$ cat src/rtl/seg7_pkg.sv
// Shared definitions for the seven-segment capture decoder: glyph table,
// segment bit positions and FSM state encoding.
package seg7_pkg;

  // Bit positions inside a segment bus {g,f,e,d,c,b,a}; a lit segment reads 0.
  localparam int SEG_A = 0;
  localparam int SEG_B = 1;
  localparam int SEG_C = 2;
  localparam int SEG_D = 3;
  localparam int SEG_E = 4;
  localparam int SEG_F = 5;
  localparam int SEG_G = 6;

  localparam logic [6:0] SEG_0     = 7'h40;
  localparam logic [6:0] SEG_1     = 7'h79;
  localparam logic [6:0] SEG_2     = 7'h24;
  localparam logic [6:0] SEG_3     = 7'h30;
  localparam logic [6:0] SEG_4     = 7'h19;
  localparam logic [6:0] SEG_5     = 7'h12;
  localparam logic [6:0] SEG_6     = 7'h02;
  localparam logic [6:0] SEG_7     = 7'h78;
  localparam logic [6:0] SEG_8     = 7'h00;
  localparam logic [6:0] SEG_9     = 7'h10;
  localparam logic [6:0] SEG_HEX_A = 7'h08;
  localparam logic [6:0] SEG_HEX_B = 7'h03;
  localparam logic [6:0] SEG_HEX_C = 7'h46;
  localparam logic [6:0] SEG_HEX_D = 7'h21;
  localparam logic [6:0] SEG_HEX_E = 7'h06;
  localparam logic [6:0] SEG_HEX_F = 7'h0E;
  localparam logic [6:0] SEG_BLANK = 7'h7F;

  localparam logic [6:0] SEG_GLYPH [16] = '{
    SEG_0, SEG_1, SEG_2, SEG_3, SEG_4, SEG_5, SEG_6, SEG_7,
    SEG_8, SEG_9, SEG_HEX_A, SEG_HEX_B, SEG_HEX_C, SEG_HEX_D, SEG_HEX_E, SEG_HEX_F
  };

  typedef enum logic [1:0] {
    ST_IDLE     = 2'd0,
    ST_SETTLING = 2'd1,
    ST_STABLE   = 2'd2
  } state_t;

endpackage

$ cat src/rtl/seg7_digit_decode.sv
// Combinational glyph decoder: one active-low segment pattern to a hex nibble.
// Blank and every non-glyph pattern report legal = 0.
module seg7_digit_decode
  import seg7_pkg::*;
(
  input  logic [6:0] seg,
  output logic       legal,
  output logic [3:0] nibble
);

  always_comb begin
    legal  = 1'b0;
    nibble = 4'h0;
    for (int i = 0; i < 16; i++) begin
      if (seg == SEG_GLYPH[i]) begin
        legal  = 1'b1;
        nibble = 4'(i);
      end
    end
  end

endmodule

$ cat src/rtl/seg7_capture_decoder.sv
// Monitors four seven-segment buses, waits for a stable frame and publishes
// the decoded 16-bit word, flagging frames that contain illegal glyphs.
module seg7_capture_decoder
  import seg7_pkg::*;
#(
  parameter int STABLE_CYCLES = 4
) (
  input  logic        clk,
  input  logic        rst,
  input  logic [6:0]  a2_h,
  input  logic [6:0]  a1_h,
  input  logic [6:0]  b2_h,
  input  logic [6:0]  b1_h,
  output logic [15:0] word,
  output logic        word_valid,
  output logic        err,
  output logic [3:0]  bad_mask,
  output logic        stable
);

  localparam logic [7:0]  CNT_MAX    = 8'(STABLE_CYCLES);
  localparam logic [27:0] FRAME_BLANK = {4{SEG_BLANK}};

  logic [27:0] sample;
  logic [27:0] snap_q, snap_d;
  logic [7:0]  cnt_q, cnt_d;
  state_t      state_q, state_d;
  logic        pub_q, pub_d;
  logic [15:0] word_q, word_d;
  logic        word_valid_q, word_valid_d;
  logic        err_q, err_d;
  logic [3:0]  bad_mask_q, bad_mask_d;
  logic        stable_q, stable_d;

  logic [3:0]  legal;
  logic [15:0] dec_word;
  logic        changed;
  logic        all_blank;

  assign sample = {a2_h, a1_h, b2_h, b1_h};

  // Digit gi sits at snap[7*gi +: 7]; index 3 is a2, index 0 is b1.
  for (genvar gi = 0; gi < 4; gi++) begin : g_digit
    seg7_digit_decode u_dec (
      .seg    (snap_q[7*gi +: 7]),
      .legal  (legal[gi]),
      .nibble (dec_word[4*gi +: 4])
    );
  end

  assign changed   = (sample != snap_q);
  assign all_blank = (snap_q == FRAME_BLANK);

  always_comb begin
    snap_d       = sample;
    cnt_d        = cnt_q;
    state_d      = state_q;
    pub_d        = pub_q;
    word_d       = word_q;
    word_valid_d = 1'b0;
    err_d        = 1'b0;
    bad_mask_d   = bad_mask_q;

    if (changed) begin
      cnt_d   = 8'd0;
      state_d = ST_SETTLING;
    end else begin
      cnt_d = (cnt_q < CNT_MAX) ? cnt_q + 8'd1 : cnt_q;
      if (state_q == ST_SETTLING && cnt_q == CNT_MAX - 8'd1) begin
        if (all_blank) begin
          state_d    = ST_IDLE;
          bad_mask_d = 4'b0000;
        end else begin
          state_d = ST_STABLE;
          if (&legal) begin
            bad_mask_d = 4'b0000;
            // A repeat of the published word stays silent unless an error intervened.
            if (!pub_q || dec_word != word_q) begin
              word_d       = dec_word;
              word_valid_d = 1'b1;
              pub_d        = 1'b1;
            end
          end else begin
            err_d      = 1'b1;
            bad_mask_d = ~legal;
            pub_d      = 1'b0;
          end
        end
      end
    end

    stable_d = (state_d == ST_STABLE);
  end

  always_ff @(posedge clk or negedge rst) begin
    if (!rst) begin
      snap_q       <= FRAME_BLANK;
      cnt_q        <= 8'd0;
      state_q      <= ST_IDLE;
      pub_q        <= 1'b0;
      word_q       <= 16'h0000;
      word_valid_q <= 1'b0;
      err_q        <= 1'b0;
      bad_mask_q   <= 4'b0000;
      stable_q     <= 1'b0;
    end else begin
      snap_q       <= snap_d;
      cnt_q        <= cnt_d;
      state_q      <= state_d;
      pub_q        <= pub_d;
      word_q       <= word_d;
      word_valid_q <= word_valid_d;
      err_q        <= err_d;
      bad_mask_q   <= bad_mask_d;
      stable_q     <= stable_d;
    end
  end

  assign word       = word_q;
  assign word_valid = word_valid_q;
  assign err        = err_q;
  assign bad_mask   = bad_mask_q;
  assign stable     = stable_q;

endmodule
$ cat config.mk
export PLATFORM = sky130hd
export DESIGN_NAME = seg7_capture_decoder
export DESIGN_NICKNAME = d
export VERILOG_FILES = /design/src/rtl/seg7_pkg.sv /design/src/rtl/seg7_digit_decode.sv /design/src/rtl/seg7_capture_decoder.sv
export SDC_FILE = /design/constraint.sdc
export NUM_CORES = 1
export LEC_CHECK = 0
export ABC_AREA = 1
export CORE_MARGIN = 3
export CORE_UTILIZATION = 40
export CTS_CLUSTER_DIAMETER = 50
export DETAILED_ROUTE_END_ITERATION = 10
export HOLD_SLACK_MARGIN = 0.05
export PLACE_DENSITY = 0.71
export SLEW_MARGIN = 25
export SYNTH_ARGS = -nofsm -noshare
export SYNTH_HDL_FRONTEND = slang
export SYNTH_SLANG_ARGS = --single-unit
$ cat constraint.sdc
create_clock -name clk -period 2.1 [get_ports clk]
set_input_delay 0.42 -clock clk [delete_from_list [all_inputs] [get_ports clk]]
set_output_delay 0.42 -clock clk [all_outputs]
set_load 0.02 [all_outputs]
Word-level counts from Yosys, hierarchy flattened
Index checks and enable logic that the tools add are counted.
{"block": "word_totals", "ff_bits": 62, "latch_bits": 0, "ramBits": 0, "rom_bits": 0, "inputBits": 30, "output_inout_bits": 23, "wordCells": 235, "mem_count": 0}
{"block": "classes", "n_addsub": 1, "mul": 0, "div_mod_pow": 0, "order_cmp": 1, "n_eq_ne": 67, "n_shift": 0, "mux": 142, "bitwise": 3, "n_reduce_logical": 12}
{"cell": "$mux W4", "count": 34}
{"cell": "$eq A7 B7 Y1 const B", "count": 16}
{"cell": "$eq A7 B5 Y1 const B", "count": 12}
{"cell": "$eq A7 B6 Y1 const B", "count": 12}
{"cell": "$mux W1", "count": 79}
{"cell": "$eq A7 B2 Y1 const B", "count": 8}
{"cell": "$eq A7 B4 Y1 const B", "count": 8}
{"cell": "$mux W3", "count": 16}
{"cell": "$eq A28 B28 Y1 const B", "count": 1}
{"cell": "$eq A7 B3 Y1 const B", "count": 4}
{"cell": "$logic_not A7 Y1", "count": 4}
{"cell": "$ne A28 B28 Y1", "count": 1}
{"cell": "$mux W2", "count": 11}
{"cell": "$mux W8", "count": 2}
{"cell": "$ne A16 B16 Y1", "count": 1}
{"cell": "$add A8 B1 Y8 const B", "count": 1}
{"cell": "$eq A8 B2 Y1 const B", "count": 1}
{"cell": "$lt A8 B3 Y1 const B", "count": 1}
{"cell": "$reduce_and A4 Y1", "count": 2}
{"cell": "$reduce_and A8 Y1", "count": 1}
{"cell": "$not A4 Y4", "count": 1}
{"cell": "$eq A2 B1 Y1 const B", "count": 1}
{"cell": "$eq A2 B2 Y1 const B", "count": 1}
{"cell": "$ne A2 B1 Y1 const B", "count": 1}
{"cell": "other kinds (6)", "count": 7}

Longest topological paths before layout
{"block": "depth", "depth_word": 23, "depth_mapped": 20, "ltp_nobuf": 18}

Modules after synthesis
From an unflattened synthesis, not the netlist that was laid out.
{"block": "hier_totals", "hier_cells": 640, "hier_area_um2": 4321.6}
{"module": "seg7_capture_decoder", "n_inst": 1, "cells_each": 396, "area_per_inst_um2": 3040.4, "seq_area_each_um2": 1586.5}
{"module": "seg7_digit_decode", "n_inst": 4, "cells_each": 61, "area_per_inst_um2": 320.3, "seq_area_each_um2": 0.0}

Least setup slack after synthesis
Ideal clock, no wire load.
{"block": "synth_timing", "path_kind": "reg-to-reg", "startpoint": "register snap_q[26]", "endpoint": "register word_q[12] (netlist: word[12])", "setup_time_ps": 117, "arrival_time_ps": 2035, "required_ps": 1983, "slack_ps": -51, "stages_incl_launch_ff": 20, "path_buffers": 2, "period_less_slack_ps": 2151, "path_cell_list": "dfstp_2 buf_2 nor2_1 nand2_2 inv_2 nand2_2 nand2_1 nor2_2 nand2_1 nand2_1 nand2_1 nor2_1 nand3_1 nor2_1 nand3_2 nand3_2 nor2_4 buf_6 nand2_1 nand2_1"}
{"block": "synth_via", "elab_chain_len": 19, "elab_cells_between_ends": 54, "classes_between": "eq/ne (18); mux (31); bitwise (2); reduce/logical (3)"}
{"item": "from (decl)", "line": "seg7_capture_decoder.sv:25", "rtl": "logic [27:0] snap_q, snap_d;"}
{"item": "from (signal assigned)", "line": "seg7_capture_decoder.sv:107", "rtl": "snap_q <= snap_d;"}
{"item": "$eq A7 B7 Y1", "line": "seg7_digit_decode.sv:15", "rtl": "if (seg == SEG_GLYPH[i]) begin"}
{"item": "$mux W1", "line": "seg7_digit_decode.sv:15"}
{"item": "$mux W2 (2 in series)", "line": "seg7_digit_decode.sv:15"}
{"item": "$mux W3 (4 in series)", "line": "seg7_digit_decode.sv:15"}
{"item": "$mux W4 (8 in series)", "line": "seg7_digit_decode.sv:15"}
{"item": "$ne A16 B16 Y1", "line": "seg7_capture_decoder.sv:78", "rtl": "if (!pub_q || dec_word != word_q) begin"}
{"item": "$logic_or A1 B1 Y1", "line": "seg7_capture_decoder.sv:78"}
{"item": "$reduce_and A8 Y1 (no source line)"}
{"item": "to (signal assigned)", "line": "seg7_capture_decoder.sv:111", "rtl": "word_q <= word_d;"}
{"item": "to (decl)", "line": "seg7_capture_decoder.sv:29", "rtl": "logic [15:0] word_q, word_d;"}
Parallel ways exist; a longest one is shown, timed or not.
A chain may end at the register's enable or synchronous reset.

Worst setup path in the final report
{"block": "layout_timing", "startpoint": "register snap_q[6]", "endpoint": "register word_valid_q (netlist: word_valid)"}
{"block": "layout_via", "elab_chain_len": 23, "elab_cells_between_ends": 57, "classes_between": "eq/ne (18); mux (36); reduce/logical (3)"}
{"item": "$eq A7 B7 Y1", "line": "seg7_digit_decode.sv:15"}
{"item": "$mux W1", "line": "seg7_digit_decode.sv:15"}
{"item": "$mux W2 (2 in series)", "line": "seg7_digit_decode.sv:15"}
{"item": "$mux W3 (4 in series)", "line": "seg7_digit_decode.sv:15"}
{"item": "$mux W4 (8 in series)", "line": "seg7_digit_decode.sv:15"}
{"item": "$ne A16 B16 Y1", "line": "seg7_capture_decoder.sv:78"}
{"item": "$logic_or A1 B1 Y1", "line": "seg7_capture_decoder.sv:78"}
{"item": "$mux W1", "line": "seg7_capture_decoder.sv:78"}
{"item": "$mux W1", "line": "seg7_capture_decoder.sv:75", "rtl": "if (&legal) begin"}
{"item": "$mux W1", "line": "seg7_capture_decoder.sv:70", "rtl": "if (all_blank) begin"}
{"item": "$mux W1", "line": "seg7_capture_decoder.sv:69", "rtl": "if (state_q == ST_SETTLING && cnt_q == CNT_MAX - 8'd1) begin"}
{"item": "$mux W1 *", "line": "seg7_capture_decoder.sv:64", "rtl": "if (changed) begin"}
{"item": "named net word_valid_d", "line": "seg7_capture_decoder.sv:30", "rtl": "logic word_valid_q, word_valid_d;"}
{"item": "to (signal assigned)", "line": "seg7_capture_decoder.sv:112", "rtl": "word_valid_q <= word_valid_d;"}
{"item": "to (decl)", "line": "seg7_capture_decoder.sv:30"}
The timed path passes the listed nets; every way through them passes the cells marked *.

==> summary.md <==
| Metric | Value |
|---|---|
| Number of max-cap violations | 0 |
| Clock skew | 10.4 ps |
| DR iter-0 viols | 292 |
| Seq pwr share | 47.0% |
| Tot Pwr | 2.74 mW |
| Via count | 4,743 |
| Fin area | 0.00644 mm^2 |
| Detailed placement HPWL | 10,100 um |
| Seq. cell area | 0.00159 mm^2 |
| Period utilization | 122% |
| TritonCTS buffer count | 9 |
| Top_reg_cell synth | dfrtp_1 |
| Clock Sinks | 62 |
| Top-count cell post-synth | nand2_1 |
| Setup CP Type | reg -> reg |
| Layout cells sized above 1 | 35.8% |
| Mean Syn Cell Area | 6.78 um^2 |
| Yosys cell types | 35 |
| Initial antenna violation count | 0 |
| DR DRC count | 0 |
| Number of synthesized register bits | 62 |
| Syn Nets | 645 |
| CTS tree | done |
| Fillers | 889 |
| Die H | 108 um |
| Max clock buf depth | 2 |
| Number of synthesized flops with an enable pin | 0 |
| Final wirelength | 13,300 um |
| Worst Max-Slew Pin Slew | 530 ps |
| Static Leak | 3.27 nW |
| Startpoint types | flop |
| Mapped Area | 0.00416 mm^2 |
| Vias in the first global route | 4,666 |
| Pwr/cell area | 425 mW/mm^2 |
| Worst setup EP type | flop |
| Die Area | 0.0117 mm^2 |
| Fin worst setup slack | -463 ps |
| Synth top area cells | dfrtp_1 20%, dfstp_2 18%, nand2_1 17% |
| Post-Syn Instances | 614 |
| Crit path DAT | 2810 ps |
| Wire per inst | 13.8 um |
| Final Max Tran Viols | 0 |
| First-pass GRT wire length | 21,600 um |
| Setup Viol. Count Final | 34 |
| Gr ovfl total | 0 |
| Footprint of the multi-input gates | 0.00244 mm^2 |
| Cell Area, Placed | 0.00581 mm^2 |
| Synth cell count leaders | 192 x nand2_1, 94 x nor2_1, 77 x inv_1 |
| Status | finished, violations left |
| Clock power share | 34.1% |
| Setup repair after global routing missed its margin | true |
| VDD IR max | 0.000296 V |
| Antenna Nets Post-Route | 0 |
| Clk slew on worst S/H paths | 80 ps |
| Fin nets | 856 |
| Comb pwr share | 18.9% |
| Row count | 36 |
| Top cell type by total area after synthesis | dfrtp_1 |
| Starting Density | 41.8% |
| YS warnings | 0 |
| Post-synth top area share | 20.5% |
| Switching power | 0.803 mW |
| Pin count of the biggest net entering global routing | 29 |
| Achievable frequency | 0.390 GHz |
| CP max FO | 6 |
| Asr flop ratio synth | 100% |
| Failing checks | negative setup slack |
| P_int | 1.93 mW |
| Top Ports | 53 |
| Port Buffers | 52 |
| Routed vias/inst | 4.93 |
| Drt first pass iters | 5 |
| Final Hold Viols | 0 |
| GRT Total Usage | 23.5% |
| Worst Hold Class | reg -> reg |
| Core area | 0.00995 mm^2 |
| Clk Latency, worst-skew pair | 350 ps |
| CP Data Required Time | 2350 ps |
| Final min period | 2560 ps |
| Slew headroom | 64.7% |
| Chip width | 108 um |
| Final estimated routing congestion in global placement | 0.893 |
| Sequential fraction of the synthesis area | 38.1% |
| CTS root buffer | clkbuf_8 |
| Antenna cells | 0 |
| P&R area growth vs syn | 54.7% |
| Sw frac | 29.3% |
| CTS H-tree lvls | 3 |
-- flip-flops by register name (all words and copies together) (netlist names) --
name	count
bad_mask	4
pub_q	1
snap_q	28
stable	1
word_valid	1
word	16
err	1
state_q	2
cnt_q	8
-- cell usage in the layout (no fill, tap or decap), types with 7 or more instances in the layout --
master | Yosys | routed
inv_1 | 77 | 74
nor3_1 | 17 | 10
nand3_1 | 36 | 34
dfrtp_1 | 34 | 34
nor2_1 | 94 | 77
nor2_4 | 2 | 7
nand4_1 | 28 | 28
clkbuf_8 | 0 | 9
nor3_2 | 2 | 9
clkdlybuf4s50_1 | 0 | 51
xnor2_1 | 21 | 21
buf_4 | 0 | 142
nand2_2 | 7 | 22
dfstp_2 | 28 | 28
nand2_1 | 192 | 176
nand3_2 | 5 | 7
nor2_2 | 6 | 18
inv_2 | 16 | 16
-- cell type report --
cell class | instances | area share, %
clock buffer | 10 | 1.98
clock inverter | 6 | 0.603
inverter | 93 | 5.56
multi-input combinational | 456 | 37.9
sequential | 62 | 24.6
tap | 133 | 2.59
timing repair buffer | 203 | 26.7
-- critical path, cell delays in order (launching register included) --
cell and delay [ps]:
dfstp_2 570, clkinvlp_4 170, nand3_2 160, inv_4 60, nand2_2 80, o21ai_2 50
nor2_2 160, nand2_2 110, nand2_2 90, buf_4 100, buf_4 90, nand3_1 60
nor2_1 140, nand2_1 100, nor2_1 110, nand4_1 90, nor2_1 90, nand4_1 80
nand2_1 90, inv_1 40
-- per-stage QoR --
| stage | utilization [%] | instances | TNS, ps | setup slack (ps) | hold WS (ps) |
|---|---|---|---|---|---|
| 2_1_floorplan | - | 614 | 0 | 1.39 | 124 |
| 3_3_place_gp | 58.3 | 919 | -12450 | -477 | 407 |
| 3_5_place_dp | 58.3 | 919 | -14370 | -573 | 427 |
| 4_1_cts | 62.4 | 950 | -5370 | -286 | 499 |
| 5_1_grt | 64.7 | 963 | -13870 | -576 | 509 |
| 6_report | 64.7 | 963 | -9780 | -463 | 495 |
-- final timing paths --
| check | end | start | cells past startpoint | slack [ps] |
|---|---|---|---|---|
| min | cnt_q[6] | cnt_q[6] | 2 | 490 |
| min in group asynchronous | cnt_q[5] | rst | 2 | 580 |
| max reg2reg | word_valid | snap_q[6] | 19 | -460 |
| min reg2reg | cnt_q[6] | cnt_q[6] | 2 | 490 |
| max | word_valid | snap_q[6] | 19 | -460 |
| max in group asynchronous | snap_q[26] | rst | 3 | 890 |
-- metal layers --
metal | GRT usage [%] | wire length (um) | vias up
li1 | - | - | 2360
met1 | 29.9 | 5690 | 2183
met2 | 40.7 | 6580 | 163
met3 | 3.94 | 684 | 37
met4 | 7.57 | 360 | 0
met5 | 0 | 0 | -
-- cells by family after synthesis --
kind of cell	count (synthesis)	share of synthesized area, %
AOI/OAI and AO/OA	21	3.01
xor gates and xnor gates	25	5.26
adders and majority gates	1	0.301
buffers and inverters	97	9.17
DFF	62	38.1
and+or+nand+nor	408	44.1
-- power by group through the flow --
stage | combinational, mW | sequential [mW] | clock (mW)
floorplan | 0.204 | 1.30 | 0
global placement | 0.458 | 1.30 | 0
detailed placement | 0.468 | 1.31 | 0
CTS | 0.491 | 1.28 | 0.957
global route | 0.570 | 1.29 | 1.00
finish | 0.519 | 1.29 | 0.932
-- what timing repair did --
action,CTS,global route
pin swaps,14,16
gates cloned,1,1
gates resized for setup,25,39
hold buffers,1,0
hold endpoints to repair,9,0
setup endpoints to repair,25,26
setup buffers,14,12
No activity file was read; power rests on OpenSTA's default activity.
